[src/rtl/tf32_pkg.sv]
// rtl/tf32_pkg.sv - TF32 format constants and accumulator FSM state type
package tf32_pkg;

    localparam int TF32_W = 19;
    localparam int EXP_W  = 8;
    localparam int MAN_W  = 10;
    localparam int BIAS   = 127;

    localparam logic [TF32_W-1:0] TF32_POS_ZERO = 19'h00000;

    typedef enum logic [1:0] {
        IDLE = 2'd0,
        ACC  = 2'd1,
        DONE = 2'd2
    } state_t;

endpackage

[src/rtl/tf32_add.sv]
// rtl/tf32_add.sv - combinational TF32 adder, round-to-nearest-even, normals only
//
// Ports:
//   operand_A, operand_B : TF32 inputs ([18] sign, [17:10] exp, [9:0] mantissa)
//   result               : TF32 sum; zero results are +0, underflow flushes to +0,
//                          overflow returns signed infinity
module TF32_add
    import tf32_pkg::*;
(
    input  logic [TF32_W-1:0] operand_A,
    input  logic [TF32_W-1:0] operand_B,
    output logic [TF32_W-1:0] result
);

    logic               swap;
    logic [TF32_W-1:0]  big;
    logic [TF32_W-1:0]  sml;
    logic [EXP_W-1:0]   e_big;
    logic [EXP_W-1:0]   e_sml;
    logic [EXP_W-1:0]   diff;
    logic [MAN_W:0]     sig_big;
    logic [MAN_W:0]     sig_sml;
    logic [MAN_W+3:0]   ext_big;
    logic [MAN_W+3:0]   ext_sml;
    logic [MAN_W+3:0]   aligned;
    logic [MAN_W+4:0]   sum;
    logic [MAN_W+3:0]   norm;
    logic               round_up;
    logic [MAN_W+1:0]   mant_r;
    logic [MAN_W-1:0]   mant;
    int                 lead;
    int                 exp_i;

    always_comb begin
        // Order operands by magnitude so the subtraction below never goes negative.
        swap    = operand_B[TF32_W-2:0] > operand_A[TF32_W-2:0];
        big     = swap ? operand_B : operand_A;
        sml     = swap ? operand_A : operand_B;
        e_big   = big[TF32_W-2:MAN_W];
        e_sml   = sml[TF32_W-2:MAN_W];
        diff    = e_big - e_sml;
        sig_big = (e_big != '0) ? {1'b1, big[MAN_W-1:0]} : '0;
        sig_sml = (e_sml != '0) ? {1'b1, sml[MAN_W-1:0]} : '0;

        // Three extra bits: guard, round, and a sticky bit collecting everything shifted out.
        ext_big = {sig_big, 3'b000};
        ext_sml = {sig_sml, 3'b000};
        if (diff >= 8'd14) begin
            aligned = {13'd0, |sig_sml};
        end else begin
            aligned = (ext_sml >> diff) |
                      {13'd0, |(ext_sml & ((14'd1 << diff) - 14'd1))};
        end

        if (big[TF32_W-1] == sml[TF32_W-1]) begin
            sum = {1'b0, ext_big} + {1'b0, aligned};
        end else begin
            sum = {1'b0, ext_big} - {1'b0, aligned};
        end

        lead = 0;
        for (int i = 0; i < MAN_W + 5; i++) begin
            if (sum[i]) begin
                lead = i;
            end
        end

        // Large cancellation only happens when diff <= 1, where no bits were lost,
        // so a plain left shift keeps the value exact.
        if (sum[MAN_W+4]) begin
            norm  = {sum[MAN_W+4:2], sum[1] | sum[0]};
            exp_i = int'(e_big) + 1;
        end else begin
            norm  = sum[MAN_W+3:0] << (13 - lead);
            exp_i = int'(e_big) - (13 - lead);
        end

        round_up = norm[2] & (norm[1] | norm[0] | norm[3]);
        mant_r   = {1'b0, norm[MAN_W+3:3]} + {{(MAN_W+1){1'b0}}, round_up};
        // A rounding carry turns 1.111.. into 10.000..: bump the exponent, mantissa 0.
        mant     = mant_r[MAN_W+1] ? mant_r[MAN_W:1] : mant_r[MAN_W-1:0];
        exp_i    = exp_i + int'(mant_r[MAN_W+1]);

        if (sum == '0 || exp_i <= 0) begin
            result = TF32_POS_ZERO;
        end else if (exp_i >= 255) begin
            result = {big[TF32_W-1], 8'hFF, {MAN_W{1'b0}}};
        end else begin
            result = {big[TF32_W-1], exp_i[EXP_W-1:0], mant};
        end
    end

endmodule

[src/rtl/tf32_accum_ctrl.sv]
// rtl/tf32_accum_ctrl.sv - sequential TF32 reduction controller over a shared adder
//
// Ports:
//   clk, rst_n           : clock, asynchronous active-low reset
//   start, len, abort    : job request, operand count, job cancel
//   busy                 : high whenever not IDLE
//   in_valid/in_ready/in_data    : operand stream
//   out_valid/out_ready/out_data : result handshake, out_count = operands summed
module tf32_accum_ctrl
    import tf32_pkg::*;
#(
    parameter int LEN_W = 8
) (
    input  logic              clk,
    input  logic              rst_n,
    input  logic              start,
    input  logic [LEN_W-1:0]  len,
    input  logic              abort,
    output logic              busy,
    input  logic              in_valid,
    output logic              in_ready,
    input  logic [TF32_W-1:0] in_data,
    output logic              out_valid,
    input  logic              out_ready,
    output logic [TF32_W-1:0] out_data,
    output logic [LEN_W-1:0]  out_count
);

    localparam logic [LEN_W-1:0] CNT_ONE = 1;

    state_t             state;
    logic [TF32_W-1:0]  acc;
    logic [TF32_W-1:0]  sum;
    logic [LEN_W-1:0]   cnt;
    logic [LEN_W-1:0]   cnt_nxt;
    logic [LEN_W-1:0]   len_q;

    TF32_add u_add (
        .operand_A (acc),
        .operand_B (in_data),
        .result    (sum)
    );

    // LEN_W-bit compare: with len_q at its maximum, cnt stops at len_q and never wraps.
    assign cnt_nxt   = cnt + CNT_ONE;

    assign busy      = (state != IDLE);
    assign out_data  = acc;
    assign out_count = cnt;

    always_ff @(posedge clk or negedge rst_n) begin
        if (!rst_n) begin
            state     <= IDLE;
            acc       <= TF32_POS_ZERO;
            cnt       <= '0;
            len_q     <= '0;
            in_ready  <= 1'b0;
            out_valid <= 1'b0;
        end else if (abort && state != IDLE) begin
            state     <= IDLE;
            acc       <= TF32_POS_ZERO;
            cnt       <= '0;
            in_ready  <= 1'b0;
            out_valid <= 1'b0;
        end else begin
            case (state)
                IDLE: begin
                    // abort alongside start in IDLE drops the start.
                    if (start && !abort) begin
                        acc   <= TF32_POS_ZERO;
                        cnt   <= '0;
                        len_q <= len;
                        if (len != '0) begin
                            state    <= ACC;
                            in_ready <= 1'b1;
                        end else begin
                            state     <= DONE;
                            out_valid <= 1'b1;
                        end
                    end
                end
                ACC: begin
                    if (in_valid && in_ready) begin
                        acc <= sum;
                        cnt <= cnt_nxt;
                        if (cnt_nxt == len_q) begin
                            state     <= DONE;
                            in_ready  <= 1'b0;
                            out_valid <= 1'b1;
                        end
                    end
                end
                DONE: begin
                    if (out_ready) begin
                        state     <= IDLE;
                        out_valid <= 1'b0;
                    end
                end
                default: begin
                    state     <= IDLE;
                    in_ready  <= 1'b0;
                    out_valid <= 1'b0;
                end
            endcase
        end
    end

endmodule

[config.mk]
export PLATFORM = sky130hd
export DESIGN_NAME = tf32_accum_ctrl
export DESIGN_NICKNAME = d
export VERILOG_FILES = /design/src/rtl/tf32_pkg.sv /design/src/rtl/tf32_add.sv /design/src/rtl/tf32_accum_ctrl.sv
export SDC_FILE = /design/constraint.sdc
export NUM_CORES = 1
export LEC_CHECK = 0
export BUFFER_PORTS_ARGS = -buffer_cell sky130_fd_sc_hd__buf_4
export CAP_MARGIN = 20
export CORE_ASPECT_RATIO = 1.1
export CORE_MARGIN = 5
export CORE_UTILIZATION = 56
export DETAILED_ROUTE_END_ITERATION = 12
export PLACE_DENSITY = 0.72
export SLEW_MARGIN = 25
export SYNTH_ARGS = -nofsm -noshare
export SYNTH_HDL_FRONTEND = slang
export SYNTH_HIERARCHICAL = 1
export SYNTH_SLANG_ARGS = --single-unit
export TNS_END_PERCENT = 20
[constraint.sdc]
create_clock -name clk -period 20.8 [get_ports clk]
set_input_delay 6.24 -clock clk [delete_from_list [all_inputs] [get_ports clk]]
set_output_delay 6.24 -clock clk [all_outputs]
set_load 0.1 [all_outputs]
==> out/metrics.cfg <==
[critical_path]
critical_path.max_fanout=14
setup.worst_path.class=in2reg
worstSetupStartpointType=input pin
cp.arrival_ns=19.95
critical_path.n_buffers_inverters=7
rr_worst_depth=57
regToRegSetupSlack_ns=6.54
worst_path_max_delay_cell=a221oi_1
required_ns=20.97
cpLargestDelayFamily=compound AO/OA/AOI/OAI gates
endpoint_kind=flip-flop
critical_path.reg2reg.startpoint=out_data[14]$_DFFE_PN0P_
end_of_the_worst_register_to_register_path=out_data[5]$_DFFE_PN0P_
timing.critical_path.slowest_cell_delay_ns=0.85

[routing]
drc_errors=0
routed_wirelength_um=31400
drt_first_iter_violations=1055
detail-route-antenna-nets=0
viasPerCell=6.93
detailroute.via_count=10200
wl_per_cell_um=21.3
drt_pass1_iterations=8

[global_routing]
grt_antenna_before_repair=0
gr-usage-all-layers_pct=32.9
globalRoute.totalOverflow=0
grt_pass1_vias=9136
grt_start_max_net_pins=40
grt_first_pass_wirelength_um=49100

[synth]
mean_instance_size_in_the_synthesized_netlist_um2=7.05
ys_seq_area_share_pct=11.1
synth.top_cells.by_area=dfrtp_1 (11%), ha_1 (8.3%), a21oi_1 (5.5%), nand2_1 (5.2%), o21ai_0 (4.5%)
dominantRegCellSynth=dfrtp_1
synth-edff-count=0
mappedNetlistArea_um2=8760
fraction_of_synthesis_flops_using_an_asynchronous_set_or_reset_pin_pct=100
synth.top_cell.area_share_pct=11.1
synth.lib_cells_used.distinct=110
most_frequent_cell_after_synthesis=nand2_1
cell_type_contributing_the_most_total_cell_area_after_synthesis=dfrtp_1
yosysWarnings=6
post_synth_most_frequent_cells=nand2_1 (122), nor2_1 (103), a21oi_1 (96)
postSynthNetCount=1336
postSynthRegisterBits=39
netlist_instances=1243

[layout]
area_growth_from_synthesis_to_layout_pct=9.32
final_net_count=1365
antennaDiodeCount=0
final_core_utilization_pct=61.5
drive_gt1_share_pct=13.2
final_area_um2=9570

[clocking]
clk_latency_ns=0.28
cts_num_sinks=39
cts-root-buf=clkbuf_16
clock_path_buffers=2
path_clk_slew_ns=0.06
numCtsBuffers=5
cts_tree=yes
cts_hold_buffers=0
max_h_tree_level=2

[min_path]
hold_class=reg2reg
worst_hold_path.endpoint=len_q[6]$_DFFE_PN0P_
hold_start=len_q[6]$_DFFE_PN0P_
timing.hold.worst_path_depth=1

[placed_design]
place.detailed.hpwl_um=24900
gp_congestion=1.04
detailed_place.area_um2=9390
numPortBuffers=62

[timing]
timing.fmax_ghz=0.0506
final_period_minus_worst_setup_slack_ns=19.78
maxSlewHeadroom_pct=37.0
timing.setup.tns_ns=0
clock_skew_ns=0.00553
finalHoldViolations=0
final-max-slew-violation-count=0
worstMarginPinSlew_ns=0.945
whs_ns=0.525
setup-violations-final=0
grt_setup_unrepaired=false
final.period_utilization_pct=95.1

[floorplanning]
floorplan_core_area_um2=15600
die_width_um=129
design.portCount=63
placement_rows=48
die_outline_area_um2=18200
initial_core_util_pct=56.3
floorplan.die.height_um=141

[flow_run]
maxCapViolations=0

[status]
run_status=finished clean

-- routing by layer --
| metal | share of wire [%] | vias to the layer above | GRT usage (%) |
|---|---|---|---|
| li1 | - | 4798 | - |
| met1 | 43 | 4852 | 45.1 |
| met2 | 47 | 472 | 54.1 |
| met3 | 7.5 | 81 | 3.83 |
| met4 | 3.2 | 0 | 9.89 |
| met5 | 0 | - | 0 |
-- worst reg2reg max path: cells and delay by family (launching register included) --
| family | cells | cell delay (ns) |
|---|---|---|
| DFF | 1 | 0.45 |
| xor gates and xnor gates | 1 | 0.30 |
| adders and majority gates | 8 | 1.86 |
| buffers and inverters | 7 | 0.84 |
| muxes | 1 | 0.36 |
| AOI/OAI and AO/OA | 23 | 5.18 |
| and+or+nand+nor | 17 | 5.15 |
-- area by class of cell --
| type | count | area, um2 |
|---|---|---|
| timing repair buffer | 83 | 623 |
| tap | 200 | 250 |
| multi-input combinational | 1065 | 7260 |
| clock buffer | 6 | 139 |
| inverter | 78 | 293 |
| fill | 1507 | 5980 |
| sequential | 39 | 976 |
| clock inverter | 2 | 35.0 |
-- flip-flops by register name, summed over array words and instances, names as in the netlist --
name       flops
in_ready       1
len_q          8
out_count      8
out_data      19
out_valid      1
state          2
-- kinds of logic after synthesis --
logic type | share of synthesized area, %
XOR/XNOR | 4.40
AO/OA/AOI/OAI | 35.9
buffers and inverters | 6.50
AND/OR/NAND/NOR | 29.3
flip-flops | 11.1
adder cells (fa/ha/maj) | 8.74
multiplexers | 3.99
-- metrics by stage --
stage | cells | setup slack (ns)
2_1_floorplan | 1243 | 2.44
3_3_place_gp | 1465 | 1.16
3_5_place_dp | 1465 | 0.863
4_1_cts | 1473 | 1.12
5_1_grt | 1473 | 0.0183
6_report | 1473 | 1.02
-- cell usage in the layout (no fill, tap or decap), types with 15 or more instances in the layout --
cell        n
a211oi_1   15
a21o_1     24
a21oi_1    96
a22o_1     23
a31oi_1    22
and3_1     15
buf_4      83
dfrtp_1    39
ha_1       57
inv_1      76
nand2_1   122
nand3_1    43
nand4_1    20
nor2_1    103
nor2b_1    19
nor3_1     46
nor4_1     15
o21ai_0    78
or3_1      18
xnor2_1    20
xor2_1     22
-- timing repair --
item,4_1_cts,5_1_grt
endpoints found under the hold margin,0,0
buffers inserted,0,0
resized for setup,0,3
endpoints found under the setup margin,0,10
-- how the worst max path moves through the flow --
stage | start | cells after the start | to | slack [ns]
final | in_data[14] | 57 | out_data[5]$_DFFE_PN0P_ | 1.02
after global routing | in_data[14] | 60 | out_data[5]$_DFFE_PN0P_ | 0.02
after CTS | in_data[14] | 56 | out_data[5]$_DFFE_PN0P_ | 1.12
after detailed placement | in_data[14] | 56 | out_data[5]$_DFFE_PN0P_ | 0.86
after global placement | in_data[14] | 61 | out_data[5]$_DFFE_PN0P_ | 1.16
after floorplan | in_data[16] | 59 | out_data[5]$_DFFE_PN0P_ | 2.44
Power is left out: the tool's default activity adds up to more than one toggle a clock period on the data nets, which glitch-free logic cannot reach.
